<file path="src/rtl/capture_sink.sv">
// capture_sink
//   Receive-side capture buffer. An arm pulse restarts a capture: the first
//   SKIP valid samples are dropped for latency alignment. After that, samples
//   are written to an internal RAM at incrementing addresses. The capture
//   stops after capture_len words (one-shot), or keeps running and overwrites
//   the oldest words until stop (circular). A registered read port gives
//   access to the buffer in every state.
//
//   Optional feature macro: CAPTURE_CHECKSUM_EN. When it is defined, a 16-bit
//   running sum of the captured words drives checksum. When it is not
//   defined, checksum is tied to 0.
//
// Ports
//   clk, reset                  clock; asynchronous active-high reset
//   data_in, valid_in           sample stream, no back-pressure
//   arm, stop                   start/restart pulse; end capture
//   wrap_mode, capture_len      mode and length, both sampled on arm
//   busy, done, wrapped         status
//   wr_addr, count              next write address; valid words in buffer
//   rd_addr, rd_data            read port, 1-cycle latency, 0 beyond DEPTH
//   checksum                    running sum of captured words
module capture_sink #(
  parameter int DATA_W = 8,
  parameter int ADDR_W = 8,
  parameter int DEPTH  = 256,
  parameter int SKIP   = 2
) (
  input  logic              clk,
  input  logic              reset,
  input  logic [DATA_W-1:0] data_in,
  input  logic              valid_in,
  input  logic              arm,
  input  logic              stop,
  input  logic              wrap_mode,
  input  logic [ADDR_W:0]   capture_len,
  output logic              busy,
  output logic              done,
  output logic              wrapped,
  output logic [ADDR_W-1:0] wr_addr,
  output logic [ADDR_W:0]   count,
  input  logic [ADDR_W-1:0] rd_addr,
  output logic [DATA_W-1:0] rd_data,
  output logic [15:0]       checksum
);

  localparam int SKIP_W = (SKIP < 2) ? 1 : $clog2(SKIP + 1);
  localparam logic [ADDR_W:0] DEPTH_L = (ADDR_W + 1)'(DEPTH);

  typedef enum logic [1:0] {S_IDLE, S_SKIP, S_CAPTURE, S_DONE} state_t;

  state_t              state_reg, state_next;
  logic [ADDR_W-1:0]   wr_addr_reg, wr_addr_next;
  logic [ADDR_W:0]     count_reg, count_next;
  logic                wrapped_reg, wrapped_next;
  logic [SKIP_W-1:0]   skip_cnt_reg, skip_cnt_next;
  logic [ADDR_W:0]     len_reg, len_next;
  logic                wrap_mode_reg, wrap_mode_next;
  logic                we;
  logic                last_slot;

  logic [DATA_W-1:0]   mem [DEPTH];

  // The write that lands on address len-1 ends (or wraps) the buffer.
  assign last_slot = ({1'b0, wr_addr_reg} == (len_reg - (ADDR_W + 1)'(1)));

  always_ff @(posedge clk or posedge reset) begin
    if (reset) begin
      state_reg     <= S_IDLE;
      wr_addr_reg   <= '0;
      count_reg     <= '0;
      wrapped_reg   <= 1'b0;
      skip_cnt_reg  <= '0;
      len_reg       <= '0;
      wrap_mode_reg <= 1'b0;
    end else begin
      state_reg     <= state_next;
      wr_addr_reg   <= wr_addr_next;
      count_reg     <= count_next;
      wrapped_reg   <= wrapped_next;
      skip_cnt_reg  <= skip_cnt_next;
      len_reg       <= len_next;
      wrap_mode_reg <= wrap_mode_next;
    end
  end

  always_comb begin
    state_next     = state_reg;
    wr_addr_next   = wr_addr_reg;
    count_next     = count_reg;
    wrapped_next   = wrapped_reg;
    skip_cnt_next  = skip_cnt_reg;
    len_next       = len_reg;
    wrap_mode_next = wrap_mode_reg;
    we             = 1'b0;

    if (arm) begin
      // Arm wins over stop and valid_in. A sample in this cycle is dropped.
      wrap_mode_next = wrap_mode;
      len_next       = (capture_len > DEPTH_L) ? DEPTH_L : capture_len;
      wr_addr_next   = '0;
      count_next     = '0;
      wrapped_next   = 1'b0;
      skip_cnt_next  = '0;
      if (len_next == '0)
        state_next = S_DONE;
      else if (SKIP == 0)
        state_next = S_CAPTURE;
      else
        state_next = S_SKIP;
    end else begin
      case (state_reg)
        S_SKIP: begin
          if (stop) begin
            state_next = S_DONE;
          end else if (valid_in) begin
            // The SKIPth sample is also discarded, then capture begins.
            if (int'(skip_cnt_reg) + 1 >= SKIP)
              state_next = S_CAPTURE;
            else
              skip_cnt_next = skip_cnt_reg + SKIP_W'(1);
          end
        end
        S_CAPTURE: begin
          if (valid_in) begin
            we         = 1'b1;
            count_next = (count_reg == len_reg) ? count_reg
                                                : count_reg + (ADDR_W + 1)'(1);
            if (last_slot && wrap_mode_reg) begin
              wr_addr_next = '0;
              wrapped_next = 1'b1;
            end else begin
              wr_addr_next = wr_addr_reg + ADDR_W'(1);
              if (last_slot)
                state_next = S_DONE;
            end
          end
          // A sample arriving together with stop is still written above.
          if (stop)
            state_next = S_DONE;
        end
        default: ;
      endcase
    end
  end

  // Buffer RAM: synchronous write, registered read. The read sees the old
  // data when it hits the address that is written in the same cycle.
  always_ff @(posedge clk) begin
    if (we)
      mem[wr_addr_reg] <= data_in;
  end

  always_ff @(posedge clk or posedge reset) begin
    if (reset)
      rd_data <= '0;
    else if ({1'b0, rd_addr} < DEPTH_L)
      rd_data <= mem[rd_addr];
    else
      rd_data <= '0;
  end

`ifdef CAPTURE_CHECKSUM_EN
  logic [15:0] checksum_reg, checksum_next;

  always_comb begin
    checksum_next = checksum_reg;
    if (arm)
      checksum_next = '0;
    else if (we)
      checksum_next = checksum_reg + 16'(data_in);
  end

  always_ff @(posedge clk or posedge reset) begin
    if (reset)
      checksum_reg <= '0;
    else
      checksum_reg <= checksum_next;
  end

  assign checksum = checksum_reg;
`else
  assign checksum = '0;
`endif

  assign busy    = (state_reg == S_SKIP) || (state_reg == S_CAPTURE);
  assign done    = (state_reg == S_DONE);
  assign wrapped = wrapped_reg;
  assign wr_addr = wr_addr_reg;
  assign count   = count_reg;

endmodule

</file>
<file path="config.mk">
export PLATFORM = sky130hd
export DESIGN_NAME = capture_sink
export DESIGN_NICKNAME = d
export VERILOG_FILES = /design/src/rtl/capture_sink.sv
export SDC_FILE = /design/constraint.sdc
export NUM_CORES = 2
export LEC_CHECK = 0
export ABC_AREA = 1
export BUFFER_PORTS_ARGS = -buffer_cell sky130_fd_sc_hd__buf_2
export CELL_PAD_IN_SITES_DETAIL_PLACEMENT = 1
export CELL_PAD_IN_SITES_GLOBAL_PLACEMENT = 2
export CORE_MARGIN = 1.5
export CORE_UTILIZATION = 41
export CTS_CLUSTER_DIAMETER = 150
export DETAILED_ROUTE_END_ITERATION = 8
export PLACE_DENSITY = 0.7
export SLEW_MARGIN = 30
export SYNTH_ARGS = -nofsm -noshare
export SYNTH_HDL_FRONTEND = slang
export SYNTH_SLANG_ARGS = --single-unit
</file>
<file path="constraint.sdc">
create_clock -name clk -period 3.7 [get_ports clk]
set_clock_uncertainty 0.1 [all_clocks]
set_input_delay 0.555 -clock clk [delete_from_list [all_inputs] [get_ports clk]]
set_output_delay 0.555 -clock clk [all_outputs]
set_load 0.02 [all_outputs]
</file>
==> results.md <==
- Status: finished clean
- Synth area leaders: edfxtp_1 72%, nand3_1 8.3%, nand2_1 6.3%
- Reg-to-Reg Start: state_reg[0]
- Die Width: between 400 and 500 um
- Share of the synthesized area in the top cell type: 0.722
- Crit path DAT: between 3000 and 4000 ps
- Total power: ~52,000 uW
- P&R area growth vs syn: 15.9%
- Post-Syn Area: 85,200 um^2
- Placed Cells: 9,875
- FFs w/ async S/R, synth: 0.0192
- Gpl congestion: 0.805
- Post-Route WL: ~280 mm
- Max FFs per register: 2,048
- CTS tree: done
- Final count of hold timing violations: 0
- Worst vdd ir: between 0.5 and 0.6 mV
- Synth cell types: 31
- Max Fclk: 320 MHz
- Max Cap Viol: 0
- Pwr per Cell Area: roughly 520 nW/um^2
- Top FF cell, synth: edfxtp_1
- Largest net degree at the start of global routing: 169
- Cell taking the most area after synthesis: edfxtp_1
- DR WL/cell: 26.8 um
- Hold_sp: data_in[0]
- Drt first-iter violations: 5,016
- First-pass GRT wire length: 407 mm
- Most frequent cells after synthesis: 2,048 x edfxtp_1, 1,427 x nand2_1, 1,421 x nand3_1
- Kind of end point of the critical path: register
- Max-slew violations: 0
- DP HPWL: ~170 mm
- Setup Fix Bufs, Post-CTS: 0
- Slew headroom: 0.359
- H-Tree Depth: 4
- CTS Sinks: 2,088
- Die area: 211,000 um^2
- Unrepaired setup endpoints after global routing: no
- Residual DRC: 0
- Post-route cell area: 98,700 um^2
- Worst Setup SP: state_reg[0]
- Pre-Repair DR Iteration Count: 5
- Clock transition at the registers of the reported paths: 60 ps
- Cell Rows: around 170
- Top-count cell post-synth: edfxtp_1
- Crit Path Class: reg -> reg
- Slew @ Worst Pin: 962 ps
- Fillers: 21,200
- Post-synth EDFFs: approximately 2,000
- Worst Setup Start Kind: register
- Initial antenna violation count: 9
- R2R cell count: 8
- Clk_lat worst skew: 890 ps
- Final Setup Violations: 0
- Core Area: 207,000 um^2
- Clk root buf: clkbuf_16
- Hold Crit Class: in -> reg
- GRT Overall Usage: 0.262
- Yosys reg bits: 2,088
- Period minus WS final: 3130 ps
- CP Data Required Time: 4090 ps
- Vias: 57,900
- Hold Path Depth: 1
- Synthesis warning total: 0
- Leak Pwr: ~0.035 uW
- Antenna-violating nets left: 0
- Layout cell share with drive strength beyond 1: 0.116
- CTS Buf Count: roughly 220
- CP max FO: 8
- Post-Syn Instances: 7,108
- Post-synthesis sequential area ratio: 0.734
- Mean Syn Cell Area: 12.0 um^2
- Grt ovf: 0
- Area after DPL: 91,200 um^2
- Non-filler instance count after layout: 10,300
- Clk buf depth: 3
- Fin nets: between 7,000 and 8,000
- PortBufs: 58
- Initial Util: 0.412
- Chip Height: approximately 460 um
- Via density: 5.62
- Final worst path period share: 0.845
- Vias in the first global route: about 60,000
- IO Pins: 75
==> cells by family (layout without fill, tap and decap cells) <==
family / Yosys count / count (layout) / synth area share
other cells: 1 / 24 / 0.0000440
buf+inv: 709 / 1179 / 0.0390
fa+ha+maj: 10 / 10 / 0.00147
flops: 2088 / 2088 / 0.734
xor+xnor: 9 / 9 / 0.000925
simple gates: 3485 / 3485 / 0.175
compound gates: 806 / 806 / 0.0499
==> final cells by class <==
| class | instances | area (um^2) | area share |
|---|---|---|---|
| Sequential cell | 2088 | 62500 | 0.633 |
| Inverter | 206 | 807 | 0.00817 |
| Antenna cell | 8 | 20.0 | 0.000203 |
| Multi-Input combinational cell | 4326 | 19500 | 0.197 |
| Clock buffer | 274 | 5870 | 0.0594 |
| Tap cell | 2704 | 3380 | 0.0343 |
| Timing Repair Buffer | 574 | 5320 | 0.0539 |
| Clock inverter | 125 | 1360 | 0.0138 |
==> cell usage in the layout, fill, tap and decap left out, types with 7 or more instances in the layout <==
cell / instances
a21oi_1: 159
buf_12: 77
buf_2: 45
buf_4: 417
buf_8: 11
bufinv_16: 27
clkbuf_1: 45
clkbuf_16: 226
clkinv_1: 52
clkinv_2: 27
conb_1: 16
dfrtp_1: 40
diode_2: 8
dlygate4sd3_1: 22
edfxtp_1: 2048
ha_1: 10
inv_1: 200
nand2_1: 1419
nand2_2: 8
nand3_1: 1413
nand3_2: 8
nand4_1: 7
nor2_1: 615
nor3_1: 9
o21ai_0: 481
o22ai_1: 160
xor2_1: 7
==> worst paths after layout <==
check | to | slack [ps]
setup / recovery | mem[48][6] | 570
hold / removal | mem[20][0] | 50
setup reg to reg | mem[48][6] | 570
hold reg to reg | skip_cnt_reg[1] | 450
max in group asynchronous | rd_data[4] | 2420
min in group asynchronous | state_reg[0] | 120
==> where the power goes <==
group          leakage [uW]  internal (uW)  switching [uW]  total, uW
registers            0.0189          26000            76.1      26100
logic                0.0122            881            2420       3300
clock network       0.00351          13100            9370      22400
==> worst max-delay path: stages (launching register included) <==
cell and delay (ps):
dfrtp_1 420, inv_1 70, ha_1 170, nand2_1 150, nor2_1 200, inv_1 90
nor2_1 440, nand2_2 350, nor2_1 760
==> metal layers <==
layer	wire [um]	part of all wire	track usage	vias up
li1	-	-	-	26000
met1	122000	0.44	0.364	30000
met2	133000	0.48	0.431	1485
met3	13500	0.049	0.0339	367
met4	8050	0.029	0.0798	2
met5	13	0.000047	0	-
==> what timing repair did <==
action / CTS / global route
resized for setup: 0 / 0
endpoints found under the hold margin: 66 / 4
hold buffers: 21 / 1
==> through the flow <==
step	util	hold WS [ps]	setup TNS (ps)	setup WS, ps
floorplan	-	393	0	1200
global placement	0.441	409	-84.1	-84.1
detailed placement	0.441	442	-85.4	-85.4
CTS	0.477	2.60	0	508
global route	0.477	42.3	0	388
finish	0.477	50.6	0	575
Note: power is estimated with default switching activity, not from simulation.
